### config.mk
export PLATFORM = sky130hd
export DESIGN_NAME = aes_inv_key_sched
export DESIGN_NICKNAME = d
export VERILOG_FILES = /design/src/rtl/aes_inv_key_sched.sv
export SDC_FILE = /design/constraint.sdc
export NUM_CORES = 2
export LEC_CHECK = 0
export CAP_MARGIN = 20
export CORE_MARGIN = 2
export CORE_UTILIZATION = 55
export DETAILED_ROUTE_END_ITERATION = 8
export PLACE_DENSITY = 0.73
export SYNTH_ARGS = -nofsm -noshare
export SYNTH_HDL_FRONTEND = slang
export SYNTH_SLANG_ARGS = --single-unit
### constraint.sdc
create_clock -name clk -period 31 [get_ports clk]
set_input_delay 9.3 -clock clk [delete_from_list [all_inputs] [get_ports clk]]
set_output_delay 9.3 -clock clk [all_outputs]
set_load 0.005 [all_outputs]
### src/rtl/aes_inv_key_sched.sv
// aes_inv_key_sched: sequential inverse AES key schedule.
//
// Loaded with the last Nk words of an expanded key, it walks the expansion
// backwards one word per cycle and hands out round keys Nr..0 over a
// valid/ready handshake, so the full schedule is never stored.
//
// Parameters:
//   Nk        key length in 32-bit words (4, 6 or 8); Nr = Nk + 6
// Ports:
//   clk       rising-edge clock
//   rst_n     asynchronous active-low reset
//   start     load request, sampled only in IDLE
//   key_in    w[4(Nr+1)-Nk] .. w[4(Nr+1)-1], lowest-index word at [31:0]
//   busy      high in every state except IDLE
//   rk_valid  round key presented
//   rk_ready  consumer accepts the round key
//   rk_out    round key r = w[4r..4r+3], w[4r] at [31:0]
//   rk_round  index r of the key on rk_out
//   rk_last   high with rk_valid when r == 0
//   done      one-cycle pulse after round key 0 is accepted
//
// Build option:
//   AES_INV_KS_ZEROIZE_EN  clear the key window in the FIN cycle
module aes_inv_key_sched #(
  parameter int Nk = 4
) (
  input  logic              clk,
  input  logic              rst_n,
  input  logic              start,
  input  logic [32*Nk-1:0]  key_in,
  output logic              busy,
  output logic              rk_valid,
  input  logic              rk_ready,
  output logic [127:0]      rk_out,
  output logic [3:0]        rk_round,
  output logic              rk_last,
  output logic              done
);
  localparam int         NR   = Nk + 6;
  localparam int         NW   = 4 * (NR + 1);
  localparam logic [5:0] B0   = 6'(NW - Nk);
  localparam logic [3:0] R0   = 4'(NR);
  localparam logic [2:0] P0   = 3'((NW - 1) % Nk);
  localparam logic [3:0] J0   = 4'((NW - 1) / Nk);
  localparam logic [2:0] PTOP = 3'(Nk - 1);

  generate
    if (Nk != 4 && Nk != 6 && Nk != 8) begin : g_bad_nk
      $error("aes_inv_key_sched: Nk must be 4, 6 or 8");
    end
  endgenerate

  typedef enum logic [1:0] {IDLE, EMIT, STEP, FIN} state_t;

  state_t                state_q, state_d;
  logic [Nk-1:0][31:0]   win;   // w[b .. b+Nk-1], win[0] = w[b]
  logic [5:0]            b;
  logic [3:0]            r;
  logic [2:0]            p;     // (b+Nk-1) mod Nk
  logic [3:0]            j;     // (b+Nk-1) / Nk

  function automatic logic [7:0] gf_mul(input logic [7:0] a, input logic [7:0] m);
    logic [7:0] acc, x;
    acc = '0;
    x   = a;
    for (int i = 0; i < 8; i++) begin
      if (m[i]) acc = acc ^ x;
      x = {x[6:0], 1'b0} ^ (x[7] ? 8'h1b : 8'h00);
    end
    return acc;
  endfunction

  // S-box computed as GF(2^8) inverse (x^254, 0 maps to 0) plus affine map.
  function automatic logic [7:0] sbox(input logic [7:0] x);
    logic [7:0] t;
    t = x;
    for (int i = 0; i < 6; i++) t = gf_mul(gf_mul(t, t), x);
    t = gf_mul(t, t);
    return t ^ {t[6:0], t[7]} ^ {t[5:0], t[7:6]} ^ {t[4:0], t[7:5]} ^
           {t[3:0], t[7:4]} ^ 8'h63;
  endfunction

  function automatic logic [7:0] rcon(input logic [3:0] idx);
    case (idx)
      4'd1:    return 8'h01;
      4'd2:    return 8'h02;
      4'd3:    return 8'h04;
      4'd4:    return 8'h08;
      4'd5:    return 8'h10;
      4'd6:    return 8'h20;
      4'd7:    return 8'h40;
      4'd8:    return 8'h80;
      4'd9:    return 8'h1b;
      4'd10:   return 8'h36;
      default: return 8'h00;
    endcase
  endfunction

  // Backward step. Both SubWord cases read w[i-1]; SubWord and RotWord
  // commute bytewise, so one S-box word serves both and the rotate follows.
  logic [31:0] prev, sub, temp, new_w;
  assign prev = win[Nk-2];
  assign sub  = {sbox(prev[31:24]), sbox(prev[23:16]), sbox(prev[15:8]), sbox(prev[7:0])};

  always_comb begin
    temp = prev;
    if (p == 3'd0)
      temp = {sub[23:0], sub[31:24]} ^ {rcon(j), 24'h0};
    else if (Nk == 8 && p == 3'd4)
      temp = sub;
  end

  assign new_w = win[Nk-1] ^ temp;

  // Window offset of round key r: o = 4r - b, always 0..Nk-4.
  logic [6:0] r4, b7, o7;
  assign r4 = {1'b0, r, 2'b00};
  assign b7 = {1'b0, b};
  assign o7 = r4 - b7;

  always_comb begin
    rk_out = '0;
    for (int k = 0; k <= Nk - 4; k++)
      if (o7 == 7'(k))
        for (int q = 0; q < 4; q++) rk_out[32*q +: 32] = win[k+q];
  end

  always_ff @(posedge clk or negedge rst_n) begin
    if (!rst_n) state_q <= IDLE;
    else        state_q <= state_d;
  end

  always_comb begin
    state_d = state_q;
    case (state_q)
      IDLE: if (start) state_d = EMIT;
      EMIT: if (rk_ready) begin
        if (r == 4'd0)                 state_d = FIN;
        else if ((r4 - 7'd4) >= b7)    state_d = EMIT;  // next key already in window
        else                           state_d = STEP;
      end
      STEP: if (r4 >= (b7 - 7'd1))     state_d = EMIT;  // post-step window covers key r
      FIN:  state_d = IDLE;
      default: state_d = IDLE;
    endcase
  end

  always_ff @(posedge clk or negedge rst_n) begin
    if (!rst_n) begin
      win <= '0;
      b   <= '0;
      r   <= '0;
      p   <= '0;
      j   <= '0;
    end else begin
      case (state_q)
        IDLE: if (start) begin
          win <= key_in;
          b   <= B0;
          r   <= R0;
          p   <= P0;
          j   <= J0;
        end
        EMIT: if (rk_ready && r != 4'd0) r <= r - 4'd1;
        STEP: begin
          win <= {win[Nk-2:0], new_w};
          b   <= b - 6'd1;
          if (p == 3'd0) begin
            p <= PTOP;
            j <= j - 4'd1;
          end else begin
            p <= p - 3'd1;
          end
        end
        FIN: begin
`ifdef AES_INV_KS_ZEROIZE_EN
          win <= '0;
`endif
        end
        default: ;
      endcase
    end
  end

  assign busy     = (state_q != IDLE);
  assign rk_valid = (state_q == EMIT);
  assign rk_last  = (state_q == EMIT) && (r == 4'd0);
  assign done     = (state_q == FIN);
  assign rk_round = r;

endmodule

==> reports/metrics.cfg <==
[detailed_routing]
first_iter_violations = 7824
vias = 64260
ant_nets = 0
wl_um = 227400
drcViolationCount = 0
via_per_inst = 6.393
dr.pass1.iters = 8
wl_per_cell_um = 22.62

[sta]
finalSetupViolCount = 0
rsz0062_at_grt = false
final_hold_viol_count = 0
slew_violations = 0
fmax_mhz = 34.92
tightest_slew_ns = 1.127
finalCritPeriodShare_pct = 92.37
fin_tns_setup_ns = 0
hold_slack_ns = 0.4997
finClkSkew_ns = 0.01925
slew_headroom_pct = 24.64
period_minus_slack_ns = 28.63

[grt]
use_met3_pct = 6.403
grt_use_met1_pct = 46.26
grt_use_total_pct = 33.39
grt_max_degree = 164
antenna_found_initial = 12
grt_pass1_vias = 59940
grtUsageMet2_pct = 51.70
grt-busiest-layer = met2
gr-total-overflow = 0
grt_pass1_wl_um = 348600

[worst_setup_path]
critPathArrivalTime_ns = 29.10
crit_slowest_cell = xor2_1
r2r_start = prev[14]
ff2ff_path_depth = 84
cpPeakStageDelay_ns = 0.88
reg2reg_slack_ns = 2.37
cp.required_ns = 31.46
worstSetupStartpointType = flip-flop
reg2reg_to = win[16]
crit_family = XOR/XNOR gates
crit_type = flip-flop to flip-flop
end_kind = flip-flop
crit_fanout = 45
worst-path-buf-inv = 9

[yosys]
ys_types = 148
synthesis.nets = 8773
synth-compound-area-share_pct = 16.36
synth_area_per_cell_um2 = 8.134
synth-seq-area-share_pct = 5.265
syn_inst = 8589
synth_edf_count = 0
yosysWarnings = 0
synth-simple-area-share_pct = 19.94
async_flop_share_pct = 100.0
synth_area_mm2 = 0.06987
synth-xor-area-share_pct = 46.52
synth_top_family_by_area = XOR/XNOR gates
muxShareOfSynthArea_pct = 4.794
synth_top_flop_cell = dfrtp_1
synthAdderAreaFrac_pct = 0.9312
synth_seq_cells = 147

[status]
status = finished clean

[placement]
port_buffers = 267
gp_congestion = 0.9576
place_area_mm2 = 0.07208
hpwl_um = 162800

[cts]
cts_buffers = 17
cts_tree = done
cts_resized = 0
clkLatencyLatePin_ns = 0.54
cts_max_level = 4
clockBufferDepth = 2
cts_setup_buffers = 0
postCtsHoldBufs = 0
ctsRootBufferMaster = clkbuf_16
cts_sinks = 147
clk_pin_slew_ns = 0.07

[finish]
drive_above_1_share_pct = 8.916
nets = 8572
fin_area_mm2 = 0.07268
final_util_pct = 57.73
areaGrowthSynthToFinish_pct = 4.030

[floorplan]
core_mm2 = 0.1259
ios = 268
die_y_um = 360.4
fp.dieArea_mm2 = 0.1299
start_util_pct = 55.49
die_w_um = 360.4
row_count = 130

[hold_path]
min_to = p[0]
min_path_cells = 1
hp-start = p[0]
hold_class = flip-flop to flip-flop

[flow_run]
drv_cap = 0

==> per-stage QoR <==
step                      cells  setup slack [ns]
after floorplan            8589             7.951
after global placement    10010             3.142
after detailed placement  10010             2.271
after CTS                 10050             2.246
after global routing      10050            0.5922
final                     10050             2.367
==> metal layers <==
metal	vias up	part of all wire, %
li1	29350	-
met1	30950	42
met2	3475	44
met3	481	11
met4	8	3.5
met5	-	0.022
==> how the worst max path moves through the flow <==
| stage | start | end | depth (start not counted) |
|---|---|---|---|
| after CTS | prev[14] | win[16] | 87 |
| after global placement | prev[14] | win[16] | 86 |
| after floorplan | prev[8] | win[16] | 98 |
| after global routing | prev[14] | win[16] | 84 |
| after detailed placement | prev[14] | win[16] | 87 |
| final | prev[14] | win[16] | 84 |
==> registers in the layout, summed over array words and instances (netlist names) <==
signal,count
p,3
j,4
state_q,2
win,96
prev,32
b,6
rk_round,4
==> layout make-up <==
class | instances | area [um2]
timing repair buffer | 428 | 3897
sequential | 147 | 3722
tap | 1650 | 2064
antenna | 1 | 2.502
clock inverter | 13 | 118.9
clock buffer | 19 | 442.9
fill | 11460 | 53210
inverter | 132 | 495.5
multi-input combinational | 7662 | 61940
==> cell usage in the layout, fill, tap and decap left out, types with 48 or more instances in the layout <==
| cell | netlist | layout |
|---|---|---|
| a21oi_1 | 326 | 325 |
| ha_1 | 52 | 52 |
| a211oi_1 | 75 | 75 |
| nor2_1 | 827 | 826 |
| buf_4 | 39 | 160 |
| xnor3_1 | 393 | 393 |
| xor3_1 | 77 | 77 |
| nand2b_1 | 71 | 71 |
| nor3_1 | 162 | 162 |
| inv_1 | 107 | 107 |
| nand2_1 | 1252 | 1252 |
| xnor2_1 | 1303 | 1301 |
| o22ai_1 | 56 | 56 |
| a22oi_1 | 103 | 103 |
| xor2_2 | 56 | 57 |
| dfrtp_1 | 147 | 114 |
| clkdlybuf4s50_1 | 0 | 266 |
| a31oi_1 | 154 | 154 |
| mux2i_1 | 266 | 266 |
| o21ai_0 | 245 | 244 |
| xnor3_2 | 56 | 56 |
| nor2b_1 | 50 | 48 |
| nand3_1 | 164 | 164 |
| xor2_1 | 537 | 536 |
| xnor2_2 | 114 | 116 |
| and2_1 | 200 | 200 |
| o211ai_1 | 69 | 69 |
| mux2_2 | 56 | 56 |
==> logic make-up after synthesis <==
| logic type | Yosys count |
|---|---|
| buf+inv | 780 |
| mux | 327 |
| fa+ha+maj | 52 |
| flops | 147 |
| compound gates | 1613 |
| xor+xnor | 2597 |
| simple gates | 3073 |
==> Yosys cell counts, types with 147 or more instances <==
library cell / n / share of area, %
nand2_1: 1252 / 6.7
o21ai_0: 245 / 1.8
xor2_1: 537 / 6.7
dfrtp_1: 147 / 5.3
xnor2_1: 1303 / 16
a21oi_1: 326 / 2.3
mux2i_1: 266 / 3.8
xnor3_1: 393 / 13
nor2_1: 827 / 4.4
nor3_1: 162 / 1.2
clkbuf_1: 290 / 1.6
nand3_1: 164 / 1.2
and2_1: 200 / 1.8
a31oi_1: 154 / 1.4
Power is not shown: default switching activity piles up to over one toggle a cycle in this logic, so the estimate is an artifact.
